===== src/rtl/burst_read_master_pkg.sv =====
// Shared types and constants for the burst read master.
package burst_read_master_pkg;

  // Controller states: waiting for a command, issuing reads, waiting for the stream to empty.
  typedef enum logic [1:0] {
    IDLE  = 2'd0,
    RUN   = 2'd1,
    DRAIN = 2'd2
  } state_t;

  // Output buffer depth; also the credit limit on words held in the buffer or in flight.
  localparam int FIFO_DEPTH = 3;

endpackage


===== src/rtl/burst_read_master_if.sv =====
// Command, memory-port and output-stream signals of the burst read master.
interface burst_read_master_if #(
  parameter int addrW = 8,
  parameter int dataW = 16,
  parameter int lenW  = 8
);
  logic             cmdValid;
  logic             cmdReady;
  logic [addrW-1:0] cmdAddr;
  logic [lenW-1:0]  cmdLen;

  logic             memEn;
  logic             memWEn;
  logic [addrW-1:0] memAddr;
  logic [dataW-1:0] memDOut;

  logic             outValid;
  logic             outReady;
  logic [dataW-1:0] outData;
  logic             outLast;

  // Side that issues reads and produces the stream.
  modport master (
    input  cmdValid, cmdAddr, cmdLen, memDOut, outReady,
    output cmdReady, memEn, memWEn, memAddr, outValid, outData, outLast
  );

  // Environment side: command source, memory, stream sink.
  modport slave (
    output cmdValid, cmdAddr, cmdLen, memDOut, outReady,
    input  cmdReady, memEn, memWEn, memAddr, outValid, outData, outLast
  );
endinterface


===== src/rtl/burst_read_master_rd_skid_fifo.sv =====
// Small synchronous FIFO holding returned read words until the stream sink takes them.
module rd_skid_fifo #(
  parameter int W     = 17,
  parameter int DEPTH = 3,
  parameter int CW    = $clog2(DEPTH + 1)
) (
  input  logic          clk,
  input  logic          rst,
  input  logic          push,
  input  logic [W-1:0]  pushData,
  input  logic          pop,
  output logic [W-1:0]  popData,
  output logic          empty,
  output logic [CW-1:0] count
);
  localparam int PW = (DEPTH > 1) ? $clog2(DEPTH) : 1;

  logic [W-1:0]  store [DEPTH];
  logic [PW-1:0] rdPtr;
  logic [PW-1:0] wrPtr;
  logic          full;
  logic          doPush;
  logic          doPop;

  // Flags and the head word; a push while full is only taken when the head leaves the same cycle.
  always_comb begin
    empty   = (count == CW'(0));
    full    = (count == CW'(DEPTH));
    doPop   = pop && !empty;
    doPush  = push && (!full || doPop);
    popData = store[rdPtr];
  end

  // Storage, pointers and occupancy count.
  always_ff @(posedge clk) begin
    if (rst) begin
      rdPtr <= '0;
      wrPtr <= '0;
      count <= '0;
      for (int i = 0; i < DEPTH; i++) store[i] <= '0;
    end else begin
      if (doPush) begin
        store[wrPtr] <= pushData;
        wrPtr        <= (wrPtr == PW'(DEPTH - 1)) ? '0 : wrPtr + PW'(1);
      end
      if (doPop) rdPtr <= (rdPtr == PW'(DEPTH - 1)) ? '0 : rdPtr + PW'(1);
      case ({doPush, doPop})
        2'b10:   count <= count + CW'(1);
        2'b01:   count <= count - CW'(1);
        default: count <= count;
      endcase
    end
  end
endmodule


===== src/rtl/burst_read_master.sv =====
// Burst read master: turns a (start address, length) command into sequential
// reads on a 1-cycle-latency memory port and streams the words out with a last marker.
//
// Handshakes: a transfer happens at a rising edge where valid and ready are both
// high. A source holds valid and its payload steady until that edge; ready may
// change freely. cmdReady is high only in IDLE (and never while rst is high);
// outValid/outData/outLast come from the FIFO head and do not change while
// outValid is high and outReady is low.
module burst_read_master
  import burst_read_master_pkg::*;
#(
  parameter int addrW = 8,
  parameter int dataW = 16,
  parameter int lenW  = 8
) (
  input  logic                clk,
  input  logic                rst,
  burst_read_master_if.master bus,
  output logic                busy,
  output state_t              dbgState
);
  localparam int CW  = $clog2(FIFO_DEPTH + 1);
  localparam int RW  = lenW + 1;
  localparam int CRW = CW + 1;

  state_t           state;
  state_t           stateNext;
  logic [addrW-1:0] addr;
  logic [RW-1:0]    remaining;
  logic             inflight;
  logic             inflightLast;
  logic             issue;
  logic             pop;
  logic             fifoEmpty;
  logic [CW-1:0]    fifoCount;
  logic [CRW-1:0]   credit;
  logic [dataW:0]   headWord;

  // Credit uses only registered counts so memEn never depends on outReady.
  assign credit = {1'b0, fifoCount} + {{CW{1'b0}}, inflight};

  // Next state and read issue.
  always_comb begin
    stateNext = state;
    issue     = 1'b0;
    case (state)
      IDLE: begin
        if (bus.cmdValid) stateNext = RUN;
      end
      RUN: begin
        if (credit < CRW'(FIFO_DEPTH)) begin
          issue = 1'b1;
          if (remaining == RW'(1)) stateNext = DRAIN;
        end
      end
      DRAIN: begin
        // Leave as soon as the final word is leaving, so busy drops the next cycle.
        if (!inflight && (fifoCount == CW'(0) || (fifoCount == CW'(1) && pop)))
          stateNext = IDLE;
      end
      default: stateNext = IDLE;
    endcase
  end

  // Port outputs.
  always_comb begin
    bus.cmdReady = (state == IDLE) && !rst;
    busy         = (state != IDLE);
    dbgState     = state;
    bus.memEn    = issue;
    bus.memWEn   = 1'b0;
    bus.memAddr  = addr;
    bus.outValid = !fifoEmpty;
    bus.outData  = headWord[dataW-1:0];
    bus.outLast  = headWord[dataW];
    pop          = !fifoEmpty && bus.outReady;
  end

  // State register.
  always_ff @(posedge clk) begin
    if (rst) state <= IDLE;
    else     state <= stateNext;
  end

  // Address/length counters and the one-deep record of the read in flight.
  always_ff @(posedge clk) begin
    if (rst) begin
      addr         <= '0;
      remaining    <= '0;
      inflight     <= 1'b0;
      inflightLast <= 1'b0;
    end else begin
      inflight     <= issue;
      inflightLast <= issue && (remaining == RW'(1));
      if (state == IDLE && bus.cmdValid) begin
        addr      <= bus.cmdAddr;
        remaining <= {1'b0, bus.cmdLen} + RW'(1);
      end else if (issue) begin
        addr      <= addr + addrW'(1);
        remaining <= remaining - RW'(1);
      end
    end
  end

  // Returned words are captured only in the cycle their read is in flight.
  rd_skid_fifo #(
    .W     (dataW + 1),
    .DEPTH (FIFO_DEPTH),
    .CW    (CW)
  ) u_fifo (
    .clk      (clk),
    .rst      (rst),
    .push     (inflight),
    .pushData ({inflightLast, bus.memDOut}),
    .pop      (pop),
    .popData  (headWord),
    .empty    (fifoEmpty),
    .count    (fifoCount)
  );
endmodule


===== src/flat_wrapper.sv =====
// flat-port wrapper written by rule: the top's interface ports become plain ports
module burst_read_master_flat import burst_read_master_pkg::*;
#(
  parameter int addrW = 8,
  parameter int dataW = 16,
  parameter int lenW  = 8
)
  (clk, rst, busy, dbgState, bus_cmdValid, bus_cmdAddr, bus_cmdLen, bus_memDOut, bus_outReady, bus_cmdReady, bus_memEn, bus_memWEn, bus_memAddr, bus_outValid, bus_outData, bus_outLast);
  burst_read_master_if #(.addrW(addrW), .dataW(dataW), .lenW(lenW)) bus_i ();
  input  logic clk;
  input  logic rst;
  output logic busy;
  output state_t dbgState;
  input wire logic [$bits(bus_i.cmdValid)-1:0] bus_cmdValid;
  input wire logic [$bits(bus_i.cmdAddr)-1:0] bus_cmdAddr;
  input wire logic [$bits(bus_i.cmdLen)-1:0] bus_cmdLen;
  input wire logic [$bits(bus_i.memDOut)-1:0] bus_memDOut;
  input wire logic [$bits(bus_i.outReady)-1:0] bus_outReady;
  output wire logic [$bits(bus_i.cmdReady)-1:0] bus_cmdReady;
  output wire logic [$bits(bus_i.memEn)-1:0] bus_memEn;
  output wire logic [$bits(bus_i.memWEn)-1:0] bus_memWEn;
  output wire logic [$bits(bus_i.memAddr)-1:0] bus_memAddr;
  output wire logic [$bits(bus_i.outValid)-1:0] bus_outValid;
  output wire logic [$bits(bus_i.outData)-1:0] bus_outData;
  output wire logic [$bits(bus_i.outLast)-1:0] bus_outLast;
  assign bus_i.cmdValid = bus_cmdValid;
  assign bus_i.cmdAddr = bus_cmdAddr;
  assign bus_i.cmdLen = bus_cmdLen;
  assign bus_i.memDOut = bus_memDOut;
  assign bus_i.outReady = bus_outReady;
  assign bus_cmdReady = bus_i.cmdReady;
  assign bus_memEn = bus_i.memEn;
  assign bus_memWEn = bus_i.memWEn;
  assign bus_memAddr = bus_i.memAddr;
  assign bus_outValid = bus_i.outValid;
  assign bus_outData = bus_i.outData;
  assign bus_outLast = bus_i.outLast;
  burst_read_master #(.addrW(addrW), .dataW(dataW), .lenW(lenW)) u_core (.clk(clk), .rst(rst), .bus(bus_i), .busy(busy), .dbgState(dbgState));
endmodule

===== config.mk =====
export PLATFORM = sky130hd
export DESIGN_NAME = burst_read_master_flat
export DESIGN_NICKNAME = d
export VERILOG_FILES = /design/src/rtl/burst_read_master_pkg.sv /design/src/rtl/burst_read_master_if.sv /design/src/rtl/burst_read_master_rd_skid_fifo.sv /design/src/rtl/burst_read_master.sv /design/src/flat_wrapper.sv
export SDC_FILE = /design/constraint.sdc
export NUM_CORES = 1
export LEC_CHECK = 0
export ABC_AREA = 1
export BUFFER_PORTS_ARGS = -buffer_cell sky130_fd_sc_hd__buf_2
export CAP_MARGIN = 5
export CELL_PAD_IN_SITES_DETAIL_PLACEMENT = 0
export CELL_PAD_IN_SITES_GLOBAL_PLACEMENT = 1
export CORE_ASPECT_RATIO = 1.2
export CORE_MARGIN = 4
export CORE_UTILIZATION = 47
export DETAILED_ROUTE_END_ITERATION = 16
export PLACE_DENSITY_LB_ADDON = 0.15
export SLEW_MARGIN = 20
export SYNTH_ARGS = -nofsm -noshare
export SYNTH_HDL_FRONTEND = slang
export SYNTH_SLANG_ARGS = --single-unit

===== constraint.sdc =====
create_clock -name clk -period 5.7 [get_ports clk]
set_clock_uncertainty 0.1 [all_clocks]
set_input_delay 0.57 -clock clk [delete_from_list [all_inputs] [get_ports clk]]
set_output_delay 0.57 -clock clk [all_outputs]
set_load 0.05 [all_outputs]

==> results.toml <==
[floorplan]
ios = 68
die_w_um = 99.3
die_h_um = 118
std_cell_rows = 39
dieArea_um2 = 11700
coreArea_um2 = 9660
start_util_pct = 48.6

[finish]
area_growth_pct = 14.0
layout_common_cells = "nor2_1 (114), edfxtp_1 (68), buf_2 (66)"
n_antenna_cell = 0
final_area_um2 = 5350
layout_commonest_cell = "nor2_1"
final_util_pct = 55.4
drive_gt1_share_pct = 18.7
nNetsFinal = 613

[clocking]
cts_tree = "built"
clockBufferDepth = 2
clk_latency_ns = 0.33
htreeDepth = 3
path_clk_slew_ns = 0.07
cts_root_buffer = "clkbuf_16"
cts_resized = 0
postCtsSetupBuffers = 0
cts_buffers = 9
ctsHoldBuffers = 0
clock_sinks = 97

[synthesis]
syn_inst = 509
syn_avg_cell_area_um2 = 9.23
synth.distinct_cells = 37
synth-seq-cells = 97
syn-cell-area_um2 = 4700
yosysWarningCount = 0
syn-num-nets = 555
yosysSeqAreaShare_pct = 55.8

[min_path]
hold_class = "primary input to flop"

[drt]
drt-pass1-iter-count = 4
ant_nets = 0
drt_iter0_markers = 169
num_vias = 3601
drt-total-wl_um = 10100
viasPerCell = 5.18
wl_per_cell_um = 14.5
drc_errors = 0

[grt]
grt-ovfl-total = 0
grt.met3_usage_pct = 3.38
antenna_found_initial = 0
grt_pass1_wl_um = 16900
grt_max_degree = 36
use_met1_pct = 22.0
first_global_vias = 3521
use_met2_pct = 32.1
grt_busiest_layer = "met2"
grt_util_all_layers_pct = 18.0

[setup_path]
cp_max_fo = 35
end_kind = "output pin"
worstPathArrival_ns = 2.42
crit_family = "buffers and inverters"
startpoint_type = "flop"
cp.required_ns = 5.03
crit_path_max_incr_delay_ns = 0.71
slowest_stage = "dfxtp_2"
r2r_slack_ns = 3.16
cp_cell_sequence = "inv_1 > o21ai_0 > o22ai_1 > buf_2"
crit_type = "flop to output pin"
cp_num_buf_inv = 2

[placement]
io_buffers = 66
place_congestion = 0.820
hpwl_um = 6780
place_area_um2 = 5060

[timing]
drv_slew = 0
timing_hold_violations_final = 0
timing.hold.ws_ns = 0.317
period_share_pct = 54.2
finalSetupViolations = 0
finalCriticalPeriod_ns = 3.09
tns_ns = 0
tightest_slew_ns = 0.960
rsz0062_at_grt = "false"
clock.fmax_mhz = 324
relSlewSlack_pct = 35.9

[power_and_ir_drop]
pwr-share-comb_pct = 29.0
pwr-share-seq_pct = 41.9
power.density_nw_per_um2 = 381
p_sw_mw = 0.748
total_power_mw = 2.04
p_leak_nw = 2.29
clkPwrFrac_pct = 29.1
power.internal_mw = 1.29
switching_share_pct = 36.6
ir_drop_mv = 0.188

[run_status]
outcome = "completed"

[flow_run]
cap_violations = 0
-- layout make-up --
type                            count  area, um^2
Clock buffer                        9         225
Clock inverter                      7        68.8
Fill cell                         901        4310
Inverter                           54         203
Multi-Input combinational cell    338        1740
Sequential cell                    97        2620
Tap cell                          123         154
Timing Repair Buffer               67         338
-- through the flow --
step | std cells | setup slack, ns
6_report | 695 | 2.61
5_1_grt | 695 | 2.34
4_1_cts | 695 | 2.03
3_5_place_dp | 679 | 2.45
3_3_place_gp | 679 | 2.62
2_1_floorplan | 509 | 2.39
-- per-layer routing --
metal | part of all wire (%) | vias up
met4 | 0.57 | 0
met1 | 41 | 1686
met2 | 53 | 89
met3 | 5.5 | 6
met5 | 0 | -
li1 | - | 1820
-- power by group through the flow --
stage | combinational [mW] | clock (mW) | sequential (mW)
2_1_floorplan | 0.468 | 0 | 0.864
3_3_place_gp | 0.588 | 0 | 0.868
3_5_place_dp | 0.596 | 0 | 0.870
4_1_cts | 0.598 | 0.609 | 0.855
5_1_grt | 0.651 | 0.638 | 0.864
6_report | 0.592 | 0.595 | 0.855
-- synth_stat cells (all sizes together) --
library cell,n,area [um^2]
o21ai,57,285
nor2,121,500
ha,10,125
xor2,2,17.5
a211oi,2,15.0
inv,54,203
conb,1,3.75
o211a,1,10.0
xnor2,2,17.5
nor4,1,6.26
nand2,68,288
o221ai,1,8.76
edfxtp,68,2040
dfxtp,29,581
o211ai,2,15.0
nand3,28,195
clkbuf,7,26.3
nand4,2,12.5
or2,1,6.26
o22ai,18,113
a22oi,1,7.51
nor3,1,5.00
nand3b,1,7.51
buf,13,111
a21oi,16,83.8
a31oi,2,12.5
-- logic make-up (layout without fill, tap and decap cells) --
family | Yosys count | in the layout | synth area share (%)
xor+xnor | 4 | 4 | 0.746
simple gates | 223 | 223 | 21.7
fa+ha+maj | 10 | 10 | 2.66
buf+inv | 74 | 137 | 7.24
compound gates | 100 | 100 | 11.7
other cells | 1 | 1 | 0.0798
flops | 97 | 97 | 55.8
-- final timing paths --
path | start | end | depth (start not counted)
setup / recovery | flop | bus_outData[2] | 4
hold / removal | bus_memDOut[8] | u_core.u_fifo.store[3][8] | 1
setup reg to reg | u_core.u_fifo.count[0] | u_core.u_fifo.store[1][0] | 9
hold reg to reg | u_core.inflightLast | u_core.u_fifo.store[3][16] | 0
-- state kept, by name, indices dropped and copies added (netlist names), named ones only --
register and cells:
u_core.bus.memAddr 8, u_core.inflight 1, u_core.u_fifo.store 68, u_core.u_fifo.wrPtr 2, u_core.dbgState 2, u_core.u_fifo.rdPtr 2, u_core.remaining 9, u_core.u_fifo.count 2
u_core.inflightLast 1
Note: power is estimated with default switching activity, not from simulation.
